[src/rtl/alu_result_queue_if.sv]
// ---------------------------------------------------------------------------
// alu_result_queue_if
// Bundles the ALU-side issue/result signals and the register-file writeback
// handshake of alu_result_queue.
//   Issue side   : RDY, DST (with RDY), SR (RDY+1), R/COUT/OVR/Zero/Sign (RDY+2)
//   Writeback    : WE, WDST, WDATA, WFLAGS out; WACK in
//   Status       : STALL (issue back-pressure), OVF (sticky overflow)
// Modports:
//   master - the environment (ALU issue logic + register file)
//   slave  - the queue itself
// ---------------------------------------------------------------------------
interface alu_result_queue_if #(
    parameter int DSTWidth = 4
);
    logic                RDY;
    logic [DSTWidth-1:0] DST;
    logic [1:0]          SR;
    logic [63:0]         R;
    logic [15:0]         COUT;
    logic                OVR;
    logic                Zero;
    logic                Sign;
    logic                WE;
    logic [DSTWidth-1:0] WDST;
    logic [63:0]         WDATA;
    logic [20:0]         WFLAGS;
    logic                WACK;
    logic                STALL;
    logic                OVF;

    modport master (
        output RDY, DST, SR, R, COUT, OVR, Zero, Sign, WACK,
        input  WE, WDST, WDATA, WFLAGS, STALL, OVF
    );

    modport slave (
        input  RDY, DST, SR, R, COUT, OVR, Zero, Sign, WACK,
        output WE, WDST, WDATA, WFLAGS, STALL, OVF
    );
endinterface

[src/rtl/alu_result_queue.sv]
// ---------------------------------------------------------------------------
// alu_result_queue
// Collects ALU results whose fields arrive staggered after the issue strobe,
// assembles them into one writeback entry and forwards them in issue order
// through a small circular queue to the register file.
//
// Ports:
//   CLK    - clock, all state on the rising edge
//   RESET  - asynchronous active-high reset
//   bus    - alu_result_queue_if.slave: issue/result inputs, writeback
//            handshake (WE/WDST/WDATA/WFLAGS out, WACK in), STALL, OVF
//
// Parameters:
//   DSTWidth - destination tag width
//   DEPTH    - queue entries; 2, 4 or 8 (power of two so pointers wrap
//              naturally)
//
// Optional feature (macro ALURQ_BYPASS_EN): when defined, a result reaching
// stage 2 while the queue is empty is presented on the writeback port in
// that same cycle; if WACK is high it is consumed without being queued.
// Without the macro every result is written through the queue and the
// writeback outputs come only from stored entries.
//
// Entry layout: {dst, data[63:0], flags[20:0]},
//   flags = {SR[1:0], Sign, Zero, OVR, COUT[15:0]}
// ---------------------------------------------------------------------------
module alu_result_queue #(
    parameter int DSTWidth = 4,
    parameter int DEPTH    = 4
) (
    input  logic              CLK,
    input  logic              RESET,
    alu_result_queue_if.slave bus
);
    localparam int PTRW = $clog2(DEPTH);
    localparam int CNTW = $clog2(DEPTH + 1);
    localparam int EW   = DSTWidth + 64 + 21;

    // Alignment pipeline
    logic                s1_valid_reg;
    logic [DSTWidth-1:0] s1_dst_reg;
    logic                s2_valid_reg;
    logic [DSTWidth-1:0] s2_dst_reg;
    logic [1:0]          s2_sr_reg;

    // Queue control
    logic [PTRW-1:0]     wr_ptr_reg;
    logic [PTRW-1:0]     rd_ptr_reg;
    logic [CNTW-1:0]     count_reg;
    logic [CNTW-1:0]     count_next;
    logic                ovf_reg;

    // Entry storage; not reset, outputs are masked while empty
    logic [EW-1:0]       entry_reg [DEPTH];

    logic [EW-1:0]       s2_entry;
    logic [EW-1:0]       out_entry;
    logic                q_nonempty;
    logic                full;
    logic                bypass_take;
    logic                pop;
    logic                push;
    logic                wr_en;
    logic                drop;
    logic                we;

    // Stage 2 entry: tag and size from the pipeline, data/flags live on the bus
    assign s2_entry = {s2_dst_reg, bus.R, s2_sr_reg, bus.Sign, bus.Zero,
                       bus.OVR, bus.COUT};

    always_comb begin
        q_nonempty = (count_reg != '0);
        full       = (count_reg == CNTW'(DEPTH));
`ifdef ALURQ_BYPASS_EN
        bypass_take = !q_nonempty && s2_valid_reg;
`else
        bypass_take = 1'b0;
`endif
        pop   = q_nonempty && bus.WACK;
        // A bypassed result that is acknowledged never enters the queue
        push  = s2_valid_reg && !(bypass_take && bus.WACK);
        // When full, a same-cycle pop frees the slot being written
        wr_en = push && (!full || pop);
        drop  = push && full && !pop;

        count_next = count_reg;
        if (wr_en && !pop) begin
            count_next = count_reg + 1'b1;
        end else if (pop && !wr_en) begin
            count_next = count_reg - 1'b1;
        end
    end

    always_comb begin
        we        = 1'b0;
        out_entry = '0;
        if (q_nonempty) begin
            we        = 1'b1;
            out_entry = entry_reg[rd_ptr_reg];
        end
`ifdef ALURQ_BYPASS_EN
        else if (bypass_take) begin
            we        = 1'b1;
            out_entry = s2_entry;
        end
`endif
    end

    assign bus.WE     = we;
    assign bus.WDST   = out_entry[EW-1 -: DSTWidth];
    assign bus.WDATA  = out_entry[84:21];
    assign bus.WFLAGS = out_entry[20:0];
    assign bus.OVF    = ovf_reg;
    // Counts in-flight issues too, so an issuer that honours STALL can
    // never push into a full queue
    assign bus.STALL  = (int'(count_reg) + int'(s1_valid_reg)
                         + int'(s2_valid_reg)) >= DEPTH;

    always_ff @(posedge CLK or posedge RESET) begin
        if (RESET) begin
            s1_valid_reg <= 1'b0;
            s1_dst_reg   <= '0;
            s2_valid_reg <= 1'b0;
            s2_dst_reg   <= '0;
            s2_sr_reg    <= '0;
            wr_ptr_reg   <= '0;
            rd_ptr_reg   <= '0;
            count_reg    <= '0;
            ovf_reg      <= 1'b0;
        end else begin
            s1_valid_reg <= bus.RDY;
            s1_dst_reg   <= bus.DST;
            s2_valid_reg <= s1_valid_reg;
            s2_dst_reg   <= s1_dst_reg;
            // SR belongs to the op sitting in stage 1 this cycle
            s2_sr_reg    <= bus.SR;
            if (wr_en) begin
                wr_ptr_reg <= wr_ptr_reg + 1'b1;
            end
            if (pop) begin
                rd_ptr_reg <= rd_ptr_reg + 1'b1;
            end
            count_reg <= count_next;
            if (drop) begin
                ovf_reg <= 1'b1;
            end
        end
    end

    always_ff @(posedge CLK) begin
        if (wr_en) begin
            entry_reg[wr_ptr_reg] <= s2_entry;
        end
    end
endmodule

[src/flat_wrapper.sv]
// flat-port wrapper written by rule: the top's interface ports become plain ports
module alu_result_queue_flat 
#(
    parameter int DSTWidth = 4,
    parameter int DEPTH    = 4
)
  (CLK, RESET, bus_RDY, bus_DST, bus_SR, bus_R, bus_COUT, bus_OVR, bus_Zero, bus_Sign, bus_WACK, bus_WE, bus_WDST, bus_WDATA, bus_WFLAGS, bus_STALL, bus_OVF);
  alu_result_queue_if #(.DSTWidth(DSTWidth)) bus_i ();
  input  logic CLK;
  input  logic RESET;
  input wire logic [$bits(bus_i.RDY)-1:0] bus_RDY;
  input wire logic [$bits(bus_i.DST)-1:0] bus_DST;
  input wire logic [$bits(bus_i.SR)-1:0] bus_SR;
  input wire logic [$bits(bus_i.R)-1:0] bus_R;
  input wire logic [$bits(bus_i.COUT)-1:0] bus_COUT;
  input wire logic [$bits(bus_i.OVR)-1:0] bus_OVR;
  input wire logic [$bits(bus_i.Zero)-1:0] bus_Zero;
  input wire logic [$bits(bus_i.Sign)-1:0] bus_Sign;
  input wire logic [$bits(bus_i.WACK)-1:0] bus_WACK;
  output wire logic [$bits(bus_i.WE)-1:0] bus_WE;
  output wire logic [$bits(bus_i.WDST)-1:0] bus_WDST;
  output wire logic [$bits(bus_i.WDATA)-1:0] bus_WDATA;
  output wire logic [$bits(bus_i.WFLAGS)-1:0] bus_WFLAGS;
  output wire logic [$bits(bus_i.STALL)-1:0] bus_STALL;
  output wire logic [$bits(bus_i.OVF)-1:0] bus_OVF;
  assign bus_i.RDY = bus_RDY;
  assign bus_i.DST = bus_DST;
  assign bus_i.SR = bus_SR;
  assign bus_i.R = bus_R;
  assign bus_i.COUT = bus_COUT;
  assign bus_i.OVR = bus_OVR;
  assign bus_i.Zero = bus_Zero;
  assign bus_i.Sign = bus_Sign;
  assign bus_i.WACK = bus_WACK;
  assign bus_WE = bus_i.WE;
  assign bus_WDST = bus_i.WDST;
  assign bus_WDATA = bus_i.WDATA;
  assign bus_WFLAGS = bus_i.WFLAGS;
  assign bus_STALL = bus_i.STALL;
  assign bus_OVF = bus_i.OVF;
  alu_result_queue #(.DSTWidth(DSTWidth), .DEPTH(DEPTH)) u_core (.CLK(CLK), .RESET(RESET), .bus(bus_i));
endmodule
[config.mk]
export PLATFORM = sky130hd
export DESIGN_NAME = alu_result_queue_flat
export DESIGN_NICKNAME = d
export VERILOG_FILES = /design/src/rtl/alu_result_queue_if.sv /design/src/rtl/alu_result_queue.sv /design/src/flat_wrapper.sv
export SDC_FILE = /design/constraint.sdc
export NUM_CORES = 1
export LEC_CHECK = 0
export CORE_AREA = 3 3 244 246
export CTS_CLUSTER_DIAMETER = 40
export DETAILED_ROUTE_END_ITERATION = 8
export DIE_AREA = 0 0 247 249
export PLACE_DENSITY = 0.5
export SETUP_SLACK_MARGIN = 0.2
export SLEW_MARGIN = 20
export SYNTH_ARGS = -nofsm -noshare
export SYNTH_HDL_FRONTEND = slang
export SYNTH_SLANG_ARGS = --single-unit
[constraint.sdc]
create_clock -name CLK -period 3.9 [get_ports CLK]
set_input_delay 0.585 -clock CLK [delete_from_list [all_inputs] [get_ports CLK]]
set_output_delay 0.585 -clock CLK [all_outputs]
set_load 0.05 [all_outputs]
==> results.yml <==
placed_design:
  place_congestion: 0.648
  io_buffers: 184
  detailed_place_hpwl_um: 18300
  placed_cells: 1558
synth:
  synth_top_cell_area_share_pct: 74.4
  seq_area_frac_synth_pct: 77.9
  synth_cells: 623
  synth-main-ff-cell: "edfxtp_1"
  ys_types: 27
  synth_edf_count: 356
  syn-num-nets: 726
  ys_ff_latch: 376
  netlist_area_um2: 14400
  synth.area.top_cells: "edfxtp_1, mux4_2, and2_1"
  async_flop_share_pct: 5.32
  yosys_warnings: 0
  yosys.area.top_type: "edfxtp_1"
  avgSynthCellArea_um2: 23.1
sta:
  tns_ns: 0
  finalClockSkew_ns: 0.0366
  whs_ns: 0.350
  slew_headroom_pct: 43.7
  fin_crit_sh_pct: 90.1
  setup_violations: 0
  slew_viol_final: 0
  fmax_mhz: 285
  fin_crit_ns: 3.51
  hold_viol: 0
  worstMarginPinSlew_ns: 0.843
  rsz0062_at_grt: "no"
route:
  drc: 0
  detail_route.wl_per_cell_um: 19.0
  drt-initial-drc-count: 313
  vias: 6841
  dr.pass1.iters: 4
  vias_per_cell: 4.09
  finalWirelength_um: 31800
  final_antenna_net_count: 0
global_routing:
  first_global_vias: 7644
  grt_max_degree: 66
  overflow: 0
  gr-max-usage-layer: "met2"
  grtUsageMet3_pct: 3.13
  grt_use_met1_pct: 13.0
  grt_pass1_wl_um: 48200
  grt_use_met2_pct: 17.1
  track_usage_pct: 10.4
  antenna_found_initial: 5
pwr:
  vdd_drop_max_mv: 0.632
  p_total_w: 0.0184
  power-per-cell-area_nw_per_um2: 953
  total_leakage_power_nw: 6.32
critical_path:
  worstPathRequired_ns: 3.31
  critPathLaunchType: "flop"
  path_class: "reg -> out"
  crit_family: "buffers and inverters"
  arrival_ns: 2.93
  regToRegSetupSlack_ns: 1.60
  worst-path-buf-inv: 2
  end_kind: "output pin"
  critPathMaxFanout: 31
  cp_slowest_stage_delay_ns: 0.71
  worst_path_max_delay_cell: "clkdlybuf4s50_1"
  path_cells: "buf_12, mux4_2, and2_1, clkdlybuf4s50_1"
status:
  status: "completed"
cells_and_area:
  regArea_um2: 11200
  drive_gt1_share_pct: 24.1
  final_nets: 960
  largest_reg_flops: 356
  finalNonFillerCells: 1672
  multi_input_area_um2: 2900
  final_util_pct: 33.5
  synthToLayoutAreaGrowth_pct: 34.3
  nFillCells: 5452
floorplanning:
  initial_core_util_pct: 25.0
  core_area_um2: 57600
  dieArea_um2: 61500
  die_width_um: 247
  die_y_um: 249
  io_pins: 185
  row_count: 88
hold_path:
  hold_class: "reg -> reg"
clock_tree:
  htreeDepth: 2
  clk_path_buf_depth: 3
  cts_root_buffer: "clkbuf_16"
  numCtsBuffers: 60
  cts.sinks: 376
  cts_tree: "done"
  clock_latency_ns: 0.62
  cts.clk_slew.worst_paths_ns: 0.05
run:
  cap_violations: 0
==> placed cells by master (no fill, tap or decap), types with 2 or more instances in the layout <==
cell type,Yosys,layout
and2_1,93,89
and2_4,0,4
buf_12,9,10
buf_4,0,8
bufinv_16,0,9
clkbuf_1,10,5
clkbuf_16,0,60
clkdlybuf4s50_1,0,182
clkinv_1,0,3
clkinv_16,0,3
clkinv_2,0,9
clkinv_4,0,7
clkinvlp_4,0,6
dfrtp_1,20,18
dfrtp_4,0,2
diode_2,0,3
edfxtp_1,356,356
ha_1,9,9
inv_1,4,4
inv_6,0,4
inv_8,0,2
mux4_2,89,89
xnor2_1,4,4
xor2_1,2,2
==> what timing repair did <==
| action | CTS | global route |
|---|---|---|
| hold buffers | 0 | 0 |
| buffers inserted | 2 | 0 |
| resized for setup | 1 | 1 |
| setup endpoints to repair | 77 | 1 |
==> cell usage after synthesis (2+ instances only) <==
| cell type | number |
|---|---|
| and2_1 | 93 |
| buf_12 | 9 |
| buf_2 | 11 |
| clkbuf_1 | 10 |
| dfrtp_1 | 20 |
| edfxtp_1 | 356 |
| ha_1 | 9 |
| inv_1 | 4 |
| mux4_2 | 89 |
| xnor2_1 | 4 |
| xor2_1 | 2 |
==> power by group <==
| group | switching [W] | internal, W | total (W) |
|---|---|---|---|
| logic | 0.00461 | 0.00286 | 0.00747 |
| registers | 0.000244 | 0.00529 | 0.00554 |
| clock network | 0.00193 | 0.00347 | 0.00540 |
| total | 0.00678 | 0.0116 | 0.0184 |
==> stage by stage <==
stage	setup slack (ns)	instance area, um^2
after global placement	0.751	17200
after detailed placement	0.742	17200
after CTS	0.241	19300
final	0.388	19300
after floorplan	0.478	14400
after global routing	0.209	19300
==> cell type report <==
cell class / instances / area share [%]
clock inverter: 43 / 3.01
clock buffer: 66 / 7.95
multi-input combinational: 212 / 15.0
tap: 765 / 4.96
inverter: 4 / 0.0778
timing repair buffer: 203 / 11.0
sequential: 376 / 58.0
antenna: 3 / 0.0389
==> metal layers <==
metal	wire length, um	vias to the layer above
met4	823	0
met3	2070	55
li1	-	3021
met5	0	-
met1	13600	3577
met2	15300	188
==> cell families after synthesis <==
kind of cell	Yosys count	synth area share [%]
DFF	376	77.9
and+or+nand+nor	100	4.38
muxes	91	14.1
buffers and inverters	35	2.08
adders and majority gates	10	0.923
xor gates and xnor gates	6	0.366
AOI/OAI and AO/OA	5	0.279
==> worst register-to-register path, cell delays in order (launching register included) <==
cell and delay, ns:
dfrtp_1 0.45, or3_4 0.56, nand2_1 0.17, ha_1 0.19, inv_1 0.06, fa_1 0.37
xor2_1 0.15, nor2_1 0.11, xor2_1 0.16
==> worst paths after layout <==
kind,start,endpoint,cells after the start
hold reg to reg,u_core.s1_dst_reg[2],u_core.s2_dst_reg[2],0
hold / removal,u_core.s1_dst_reg[2],u_core.s2_dst_reg[2],0
min in group asynchronous,RESET,u_core.s2_sr_reg[1],2
setup reg to reg,u_core.count_reg[1],u_core.count_reg[2],8
setup / recovery,u_core.rd_ptr_reg[0],bus_WFLAGS[5],4
max in group asynchronous,RESET,u_core.rd_ptr_reg[1],2
Note: power is estimated with default switching activity, not from simulation.
